==> config.mk <==
export PLATFORM = sky130hd
export DESIGN_NAME = uart_load_controller
export DESIGN_NICKNAME = d
export VERILOG_FILES = /design/src/rtl/uart_load_controller.sv
export SDC_FILE = /design/constraint.sdc
export NUM_CORES = 1
export LEC_CHECK = 0
export BUFFER_PORTS_ARGS = -buffer_cell sky130_fd_sc_hd__clkbuf_2
export CAP_MARGIN = 5
export CELL_PAD_IN_SITES_DETAIL_PLACEMENT = 0
export CELL_PAD_IN_SITES_GLOBAL_PLACEMENT = 1
export CORE_MARGIN = 1
export CORE_UTILIZATION = 30
export CTS_BUF_LIST = sky130_fd_sc_hd__clkbuf_4 sky130_fd_sc_hd__clkbuf_8
export CTS_CLUSTER_DIAMETER = 150
export DETAILED_ROUTE_END_ITERATION = 10
export GPL_ROUTABILITY_DRIVEN = 0
export GPL_TIMING_DRIVEN = 0
export HOLD_SLACK_MARGIN = 0.06
export PLACE_DENSITY = 0.74
export SYNTH_ARGS = -nofsm -noshare
export SYNTH_HDL_FRONTEND = slang
export SYNTH_SLANG_ARGS = --single-unit
export TNS_END_PERCENT = 20
==> constraint.sdc <==
create_clock -name clk -period 2.4 [get_ports clk]
set_input_delay 0.24 -clock clk [delete_from_list [all_inputs] [get_ports clk]]
set_output_delay 0.24 -clock clk [all_outputs]
set_load 0.01 [all_outputs]
==> src/rtl/uart_load_controller.sv <==
// uart_load_controller
//   Hands instruction/data memory between the CPU and the UART loader.
//   RUN -> DRAIN (inject NO_OP bubbles) -> LOAD (UART owns the memory ports, IF retries)
//   -> RESTART (one-cycle pc_reset pulse) -> RUN.
//   Counts loaded words per memory. Aborts a stalled load after TIMEOUT_CYCLES idle cycles.
//
// Optional feature: define UART_LOAD_CHECKSUM_EN to add a load_checksum output,
//   which is the XOR of every counted uart_data word.
//
// Ports
//   clk, rst_n         clock; asynchronous active-low reset
//   uart_req           level request to enter programming mode
//   uart_done          transfer complete (only looked at in LOAD)
//   uart_write_enable  UART word strobe
//   uart_addr          word address; MSB=1 selects data memory
//   uart_data          word value (feeds the optional checksum only)
//   uart_disable       1 = CPU owns memories, 0 = UART owns them
//   pc_reset           one-cycle pulse forcing PC to 0
//   hazard_control     IF-stage command NORMAL / NO_OP / RETRY
//   load_active        high in DRAIN and LOAD
//   load_error         sticky: the last load ended by timeout
//   imem_words         saturating count of instruction-memory words in the last/current load
//   dmem_words         saturating count of data-memory words in the last/current load
//   load_checksum      (UART_LOAD_CHECKSUM_EN only) XOR of the loaded words

`ifndef ROM_DEPTH
`define ROM_DEPTH 14
`endif
`ifndef ISA_WIDTH
`define ISA_WIDTH 32
`endif
`ifndef HAZD_CTL_WIDTH
`define HAZD_CTL_WIDTH 2
`endif
`ifndef HAZD_CTL_NORMAL
`define HAZD_CTL_NORMAL 2'd0
`endif
`ifndef HAZD_CTL_NO_OP
`define HAZD_CTL_NO_OP 2'd1
`endif
`ifndef HAZD_CTL_RETRY
`define HAZD_CTL_RETRY 2'd2
`endif

module uart_load_controller #(
    parameter int unsigned DRAIN_CYCLES   = 5,
    parameter int unsigned TIMEOUT_CYCLES = 2**20,
    parameter int unsigned CNT_WIDTH      = 16
) (
    input  logic                       clk,
    input  logic                       rst_n,
    input  logic                       uart_req,
    input  logic                       uart_done,
    input  logic                       uart_write_enable,
    input  logic [`ROM_DEPTH:0]        uart_addr,
    input  logic [`ISA_WIDTH-1:0]      uart_data,
    output logic                       uart_disable,
    output logic                       pc_reset,
    output logic [`HAZD_CTL_WIDTH-1:0] hazard_control,
    output logic                       load_active,
    output logic                       load_error,
    output logic [CNT_WIDTH-1:0]       imem_words,
    output logic [CNT_WIDTH-1:0]       dmem_words
`ifdef UART_LOAD_CHECKSUM_EN
    ,
    output logic [`ISA_WIDTH-1:0]      load_checksum
`endif
);

    localparam int unsigned DW = (DRAIN_CYCLES > 1) ? $clog2(DRAIN_CYCLES) : 1;
    localparam int unsigned IW = $clog2(TIMEOUT_CYCLES);

    typedef enum logic [1:0] {RUN, DRAIN, LOAD, RESTART} state_t;

    state_t                 state_q, state_d;
    logic [DW-1:0]          drain_q, drain_d;
    logic [IW-1:0]          idle_q, idle_d;
    logic [CNT_WIDTH-1:0]   imem_q, imem_d, dmem_q, dmem_d;
    logic                   err_q, err_d;
    logic [`ISA_WIDTH-1:0]  cks_q, cks_d;

    logic                       uart_disable_q, pc_reset_q, load_active_q;
    logic [`HAZD_CTL_WIDTH-1:0] hazard_q;

    always_comb begin
        state_d = state_q;
        drain_d = drain_q;
        idle_d  = idle_q;
        imem_d  = imem_q;
        dmem_d  = dmem_q;
        err_d   = err_q;
        cks_d   = cks_q;
        case (state_q)
            RUN: begin
                if (uart_req) begin
                    state_d = DRAIN;
                    drain_d = DW'(DRAIN_CYCLES - 1);
                end
            end
            DRAIN: begin
                if (drain_q == '0) begin
                    state_d = LOAD;
                    imem_d  = '0;
                    dmem_d  = '0;
                    err_d   = 1'b0;
                    idle_d  = '0;
                    cks_d   = '0;
                end else begin
                    drain_d = drain_q - 1'b1;
                end
            end
            LOAD: begin
                if (uart_write_enable) begin
                    if (uart_addr[`ROM_DEPTH]) begin
                        dmem_d = (dmem_q == '1) ? dmem_q : dmem_q + 1'b1;
                    end else begin
                        imem_d = (imem_q == '1) ? imem_q : imem_q + 1'b1;
                    end
                    cks_d  = cks_q ^ uart_data;
                    idle_d = '0;
                end else begin
                    idle_d = idle_q + 1'b1;
                end
                // The timeout looks at the registered idle count, so a write in
                // the final idle cycle is still counted before the abort.
                if (uart_done) begin
                    state_d = RESTART;
                end else if (idle_q == IW'(TIMEOUT_CYCLES - 1)) begin
                    state_d = RESTART;
                    err_d   = 1'b1;
                end
            end
            default: begin
                state_d = RUN;
            end
        endcase
    end

    always_ff @(posedge clk or negedge rst_n) begin
        if (!rst_n) begin
            state_q        <= RUN;
            drain_q        <= '0;
            idle_q         <= '0;
            imem_q         <= '0;
            dmem_q         <= '0;
            err_q          <= 1'b0;
            cks_q          <= '0;
            uart_disable_q <= 1'b1;
            pc_reset_q     <= 1'b0;
            load_active_q  <= 1'b0;
            hazard_q       <= `HAZD_CTL_NORMAL;
        end else begin
            state_q        <= state_d;
            drain_q        <= drain_d;
            idle_q         <= idle_d;
            imem_q         <= imem_d;
            dmem_q         <= dmem_d;
            err_q          <= err_d;
            cks_q          <= cks_d;
            // Outputs are registered copies of the decode of the state being entered.
            uart_disable_q <= (state_d != LOAD);
            pc_reset_q     <= (state_d == RESTART);
            load_active_q  <= (state_d == DRAIN) || (state_d == LOAD);
            hazard_q       <= (state_d == DRAIN) ? `HAZD_CTL_NO_OP :
                              (state_d == LOAD)  ? `HAZD_CTL_RETRY : `HAZD_CTL_NORMAL;
        end
    end

    assign uart_disable   = uart_disable_q;
    assign pc_reset       = pc_reset_q;
    assign load_active    = load_active_q;
    assign hazard_control = hazard_q;
    assign load_error     = err_q;
    assign imem_words     = imem_q;
    assign dmem_words     = dmem_q;

`ifdef UART_LOAD_CHECKSUM_EN
    assign load_checksum = cks_q;
    logic unused_inputs;
    assign unused_inputs = ^uart_addr[`ROM_DEPTH-1:0];
`else
    logic unused_inputs;
    assign unused_inputs = ^{uart_addr[`ROM_DEPTH-1:0], cks_q};
`endif

endmodule

==> results of run 1 <==
power groups by stage:
stage	Combinational, mW	Clock (mW)	Sequential, mW
2_1_floorplan	0.485	0	1.35
3_3_place_gp	0.801	0	1.34
3_5_place_dp	0.819	0	1.35
4_1_cts	0.828	0.997	1.33
5_1_grt	0.943	1.04	1.36
6_report	0.823	0.978	1.33
area by class of cell:
type                       instances  share of cell area [%]
multi-input combinational        297                    43.4
sequential                        63                    38.4
timing repair buffer              45                    6.22
tap                              140                    4.27
clock buffer                      13                    4.05
buffer                            15                    1.71
clock inverter                     3                    1.04
inverter                           9                   0.823
per-layer routing:
layer	up-vias	part of all wire, %
met2	89	44
li1	1561	-
met1	1587	50
met4	0	1.7
met3	12	4.4
met5	-	0
cells in the final DEF (no fill, tap or decap), types with 3 or more instances in the layout:
cell type,n
nor2_1,19
clkbuf_8,11
and3_1,5
clkbuf_2,43
nand4_1,14
inv_1,9
or3_1,3
ha_1,9
clkbuf_4,5
a31oi_1,13
nand2b_1,6
nand2_1,49
o21ai_1,10
and2_1,6
o211ai_1,3
nand3_1,17
clkbuf_1,10
dfrtp_1,62
o21ai_0,47
mux2i_1,3
nor4_1,4
o31ai_1,16
o311ai_0,5
nor2b_1,3
and4_1,5
nor3_1,13
a21oi_1,15
kinds of logic (layout without fill, tap and decap cells):
group	Yosys count	count (layout)	synth area share [%]
buf+inv	24	85	2.84
mux	3	3	0.872
simple gates	157	157	24.4
fa+ha+maj	9	9	3.27
compound gates	127	127	22.6
xor+xnor	1	1	0.254
flops	63	63	45.8
timing repair:
item	4_1_cts	5_1_grt
endpoints found under the setup margin	0	22
endpoints found under the hold margin	20	0
resized for setup	0	6
buffers inserted	0	0
hold buffers	1	0
path summary, 6_finish.rpt:
path                            start             end  depth (start not counted)
min in group asynchronous       rst_n  imem_words[13]                          2
hold / removal               uart_req      drain_q[2]                          3
max in group asynchronous       rst_n    uart_disable                          3
setup / recovery           drain_q[0]  imem_words[11]                          8
hold reg to reg            idle_q[10]      idle_q[10]                          1
setup reg to reg           drain_q[0]  imem_words[11]                          8
worst reg2reg max path, cell delays in order, from the launching register on:
cell	delay, ps
dfrtp_1	390
inv_1	80
ha_1	230
nand4bb_1	110
clkbuf_1	360
and2_1	250
clkbuf_1	450
o21ai_0	190
o21ai_0	110
registers in the layout (all words and copies together), names as in the netlist:
signal,cells
pc_reset,1
state_q,2
load_error,1
imem_words,16
idle_q,20
hazard_control,2
load_active,1
drain_q,3
dmem_words,16
uart_disable,1
==> summary.txt, run 1 <==
Outcome
  – Outcome: finished, final reports clean

Power and ir drop
  – Switch share: 34.9%
  – Internal: 2.04 mW
  – Pwr Total: 3.13 mW
  – VDD IR-drop max: 0.259 mV
  – Clock Power Share: 31.2%
  – Psw: 1.09 mW
  – Lkg Pwr: 1.79 nW
  – Comb pwr share: 26.3%
  – Share of power burned in registers: 42.5%
  – Pwr per Cell Area: 763 nW/µm²

Logic synthesis
  – Yosys top cell by area: dfrtp_1
  – Register bit total from synthesis: 63
  – Synth top area share: 45.1%
  – Most frequent cell after synthesis: dfrtp_1
  – Syn_nets: 445
  – Post-synth top cells: dfrtp_1 (62), nand2_1 (49), o21ai_0 (47)
  – Synth Cell Area: 3440 µm²
  – Post-synth EDFFs: 0
  – Synth top area cells: dfrtp_1 (45%), o21ai_0 (6.8%), nand2_1 (5.3%)
  – Synth warn: 0
  – FFs w/ async S/R, synth: 100%
  – Synth Instances: 384
  – Unique masters post-synth: 50
  – Post-synthesis sequential area ratio: 45.8%
  – Top_reg_cell synth: dfrtp_1
  – Synthesized area per cell: 8.96 µm²

Timing
  – Setup TNS: 0 ps
  – Crit path time final: 2230 ps
  – Slew headroom: 59.1%
  – Fin worst setup slack: 168 ps
  – Final worst-path cycle share: 93.0%
  – Final-report max-slew violation count: 0
  – Fmax: 0.448 GHz
  – Final hold violations: 0
  – Worst Skew: 12.5 ps
  – Endpoints failing setup: 0
  – Worst Tran Pin Value: 611 ps
  – RSZ-0062 raised after global routing: true
  – Fin Hold WS: 254 ps

Route
  – DR iter-0 viols: 159
  – ANT nets after route: 0
  – Vias per Instance: 5.55
  – Drt first pass iters: 6
  – Routed Wire Length: 9080 µm
  – Drt drc: 0
  – Vias: 3249
  – DR WL/cell: 15.5 µm

Global route
  – Largest net degree at the start of global routing: 44
  – Overall routing resource usage: 16.7%
  – GRT Max-Usage Layer: met2
  – First-pass GRT wire length: 15400 µm
  – Met3 GRT Util: 2.51%
  – Met2 usage: 25.9%
  – Grt total ovfl: 0
  – Number of global-route vias before repair: 3077
  – M1 GR Usage: 23.4%
  – Antenna violations before repair: 0

Setup path
  – Worst path arrival time: 2490 ps
  – Critical path class: register to register
  – Slowest stage cell, crit path: clkbuf_1
  – Bufs and invs on worst path: 3
  – CP cell instances: inv_1 > ha_1 > nand4bb_1 > clkbuf_1 > and2_1 > clkbuf_1 > o21ai_0 > o21ai_0
  – CP startpoint kind: register
  – Slowest stage delay, CP: 450 ps
  – Critical Path RT: 2660 ps
  – Critical-path maximum fanout: 10
  – Setup crit end kind: register
  – Worst R2R Setup Slack: 170 ps
  – Cell family with most CP delay: buffers and inverters

CTS
  – Worst-Skew Late Latency: 340 ps
  – Clock Path Buffers: 2
  – CTS buffer count: 9
  – Clk slew on worst S/H paths: 80 ps
  – CTS tree: built
  – Clock sink total: 63
  – Clock Root Buffer: clkbuf_8
  – H-tree Lvls: 3

Min path
  – Worst min path class: input pin to register

Cells and area
  – Post-layout util: 37.2%
  – Multi-input combinational cell area: 1780 µm²
  – Final nets: 501
  – Sequential cell area: 1580 µm²
  – Final std cells w/o fill: 585
  – Share of layout cells above drive strength 1: 16.9%
  – Fin area: 4100 µm²
  – # diodes: 0
  – Fill cell count: 1148
  – Synth-to-layout area growth: 19.2%

Job
  – Max-cap viol count: 0

Die
  – Die extent in y: 109 µm
  – Initial Util: 31.2%
  – Row cnt: 38
  – Io pins: 90
  – Die area: 11900 µm²
  – Die X: 109 µm
  – Core area: 11000 µm²

Placed design
  – Number of I/O port buffers: 43
  – Setup WS pre-CTS: 159 ps
  – DP HPWL: 6290 µm
  – Placed cell count: 568
  – Placed cell areas: 3860 µm²
Note: power is estimated with default switching activity, not from simulation.
==> run 2, diff against run 1 <==
==> config.mk (replaced) <==
export PLATFORM = sky130hd
export DESIGN_NAME = uart_load_controller
export DESIGN_NICKNAME = d
export VERILOG_FILES = /design/src/rtl/uart_load_controller.sv
export SDC_FILE = /design/constraint.sdc
export NUM_CORES = 1
export LEC_CHECK = 0
export CAP_MARGIN = 5
export CELL_PAD_IN_SITES_DETAIL_PLACEMENT = 0
export CELL_PAD_IN_SITES_GLOBAL_PLACEMENT = 1
export CORE_MARGIN = 1
export CORE_UTILIZATION = 49
export CTS_BUF_LIST = sky130_fd_sc_hd__clkbuf_4 sky130_fd_sc_hd__clkbuf_8
export CTS_CLUSTER_DIAMETER = 150
export DETAILED_ROUTE_END_ITERATION = 10
export DONT_BUFFER_PORTS = 1
export GPL_ROUTABILITY_DRIVEN = 0
export GPL_TIMING_DRIVEN = 0
export HOLD_SLACK_MARGIN = 0.06
export PLACE_DENSITY = 0.92
export RECOVER_POWER = 25
export SYNTH_ARGS = -nofsm -noshare
export SYNTH_HDL_FRONTEND = slang
export SYNTH_SLANG_ARGS = --single-unit
export TNS_END_PERCENT = 20
==> summary.txt, run 2 (synthesis results as in run 1) <==
Setup path
  – Critical path class: register to register
  – Worst path arrival time: 2500 ps (about the same)
  – Setup crit end kind: register
  – CP startpoint kind: register
  – Critical Path RT: 2660 ps (about the same)
  – Reg2Reg Depth: 8 (unchanged)
  – Critical-path maximum fanout: 10 (unchanged)

Timing
  – Setup TNS: 0 ps (unchanged)
  – Final-report max-slew violation count: 64 (+64)
  – Endpoints failing setup: 0 (unchanged)
  – Fmax: 0.447 GHz (-0.22%)
  – RSZ-0062 raised after global routing: false
  – Final hold violations: 0 (unchanged)
  – Crit path time final: 2240 ps (+4.96 ps)
  – Worst Skew: 12.9 ps (+0.368 ps)
  – Final worst-path cycle share: 93.2% (+0.21 points)
  – Slew headroom: -5.53% (-65 points)
  – Worst Tran Pin Value: 1580 ps (+972 ps)

Global route
  – Overall routing resource usage: 24.2% (+7.5 points)
  – Antenna violations before repair: 0 (unchanged)
  – Largest net degree at the start of global routing: 64 (+45%)
  – Number of global-route vias before repair: 2940 (-4.5%)
  – First-pass GRT wire length: 14100 µm (-8.9%)
  – Grt total ovfl: 0 (unchanged)

Placed design
  – Number of I/O port buffers: 0 (-100%)
  – DP HPWL: 5470 µm (-13%)

CTS
  – CTS buffer count: 9 (unchanged)
  – Clock Root Buffer: clkbuf_8
  – H-tree Lvls: 3 (unchanged)
  – Postcts setup bufs: 0 (unchanged)
  – Clock Path Buffers: 2 (unchanged)
  – CTS tree: built
  – Worst-Skew Late Latency: 350 ps (about the same)
  – Clk slew on worst S/H paths: 70 ps (about the same)
  – Clock sink total: 63 (unchanged)

Route
  – ANT nets after route: 0 (unchanged)
  – Vias: 3082 (-5.1%)
  – DR iter-0 viols: 145 (-8.8%)
  – DR WL/cell: 16.4 µm (+5.7%)
  – Routed Wire Length: 8170 µm (-10%)
  – Drt drc: 0 (unchanged)
  – Vias per Instance: 6.19 (+11%)
  – Drt first pass iters: 5 (-1)

Die
  – Die area: 7360 µm² (-38%)
  – Io pins: 90 (unchanged)
  – Die X: 85.8 µm (-21%)
  – Core area: 6790 µm² (-38%)
  – Initial Util: 50.7% (+19 points)
  – Row cnt: 30 (-21%)
  – Die extent in y: 85.8 µm (-21%)

Outcome
  – Failing checks: max-capacitance violations, max-slew violations
  – Outcome: complete, but fails checks

Cells and area
  – Max FFs per register: 20 (unchanged)
  – Share of layout cells above drive strength 1: 7.96% (-8.9 points)
  – Most frequent cells in the layout: dfrtp_1 (62), nand2_1 (49), o21ai_0 (46)
  – Final nets: 458 (-8.6%)
  – # diodes: 0 (unchanged)
  – Post-layout util: 56.4% (+19 points)
  – Leading cell type in the layout, fill and taps excluded: dfrtp_1
  – Fill cell count: 612 (-47%)
  – Most flops, register: idle_q
  – Synth-to-layout area growth: 11.3%

Min path
  – Hold depth: 2 (-1)
  – Worst min path class: input pin to register

Power and ir drop
  – Pwr per Cell Area: 835 nW/µm² (+9.5%)
  – Lkg Pwr: 1.60 nW (-11%)
  – VDD IR-drop max: 0.361 mV (+39%)

Job
  – Max-cap viol count: 1 (+1)
run 2: per-stage QoR:
step	area [µm²]	std cells	hold slack [ps]	total power, mW	setup slack [ps]
2_1_floorplan	3440	384	-55.6	1.84	457
3_3_place_gp	3560	480	-54.2	2.03	176
3_5_place_dp	3560	480	-54.3	2.05	117
4_1_cts	3840	498	100	3.23	87.1
5_1_grt	3830	498	113	3.40	7.02
6_report	3830	498	105	3.20	163
run 2: area by class of cell:
cell class,instances,area (µm²),area share [%]
multi-input cells,297,1780,46.3
flip-flops and latches,63,1580,41.2
clock buffers,10,138,3.59
well taps,96,120,3.13
clock inverters,6,108,2.81
plain buffers,15,65.1,1.70
inverters,9,33.8,0.881
repair buffers,2,15.0,0.392
run 2: path summary, 6_finish.rpt:
path / from / end / slack (ps)
min in group asynchronous: rst_n / dmem_words[3] / 840
min reg2reg: idle_q[19] / idle_q[19] / 480
min: uart_req / drain_q[2] / 110
max reg2reg: drain_q[0] / imem_words[11] / 160
max in group asynchronous: rst_n / hazard_control[0] / 620
max: drain_q[0] / imem_words[11] / 160
run 2: what timing repair did:
action | in CTS | in global routing
gates resized for setup | 0 | 4
hold buffers | 2 | 0
setup endpoints to repair | 0 | 5
hold endpoints to repair | 63 | 0
run 2: critical path, cell delays in order (launching register included):
cell       delay, ps
dfrtp_1          390
inv_1             80
ha_1             220
nand4bb_1        110
clkbuf_1         390
and2_1           260
clkbuf_1         430
o21ai_0          180
o21ai_0          100
run 2: power by group:
part           leakage, nW  switching [mW]  internal (mW)
registers            0.860           0.174           1.20
logic                0.617           0.466          0.221
clock network        0.122           0.427          0.715
run 2: per-layer routing:
layer	track usage [%]	part of all wire, %
met5	0	0
met3	4.33	5.5
met4	10.8	1.9
met2	38.5	45
met1	32.5	47
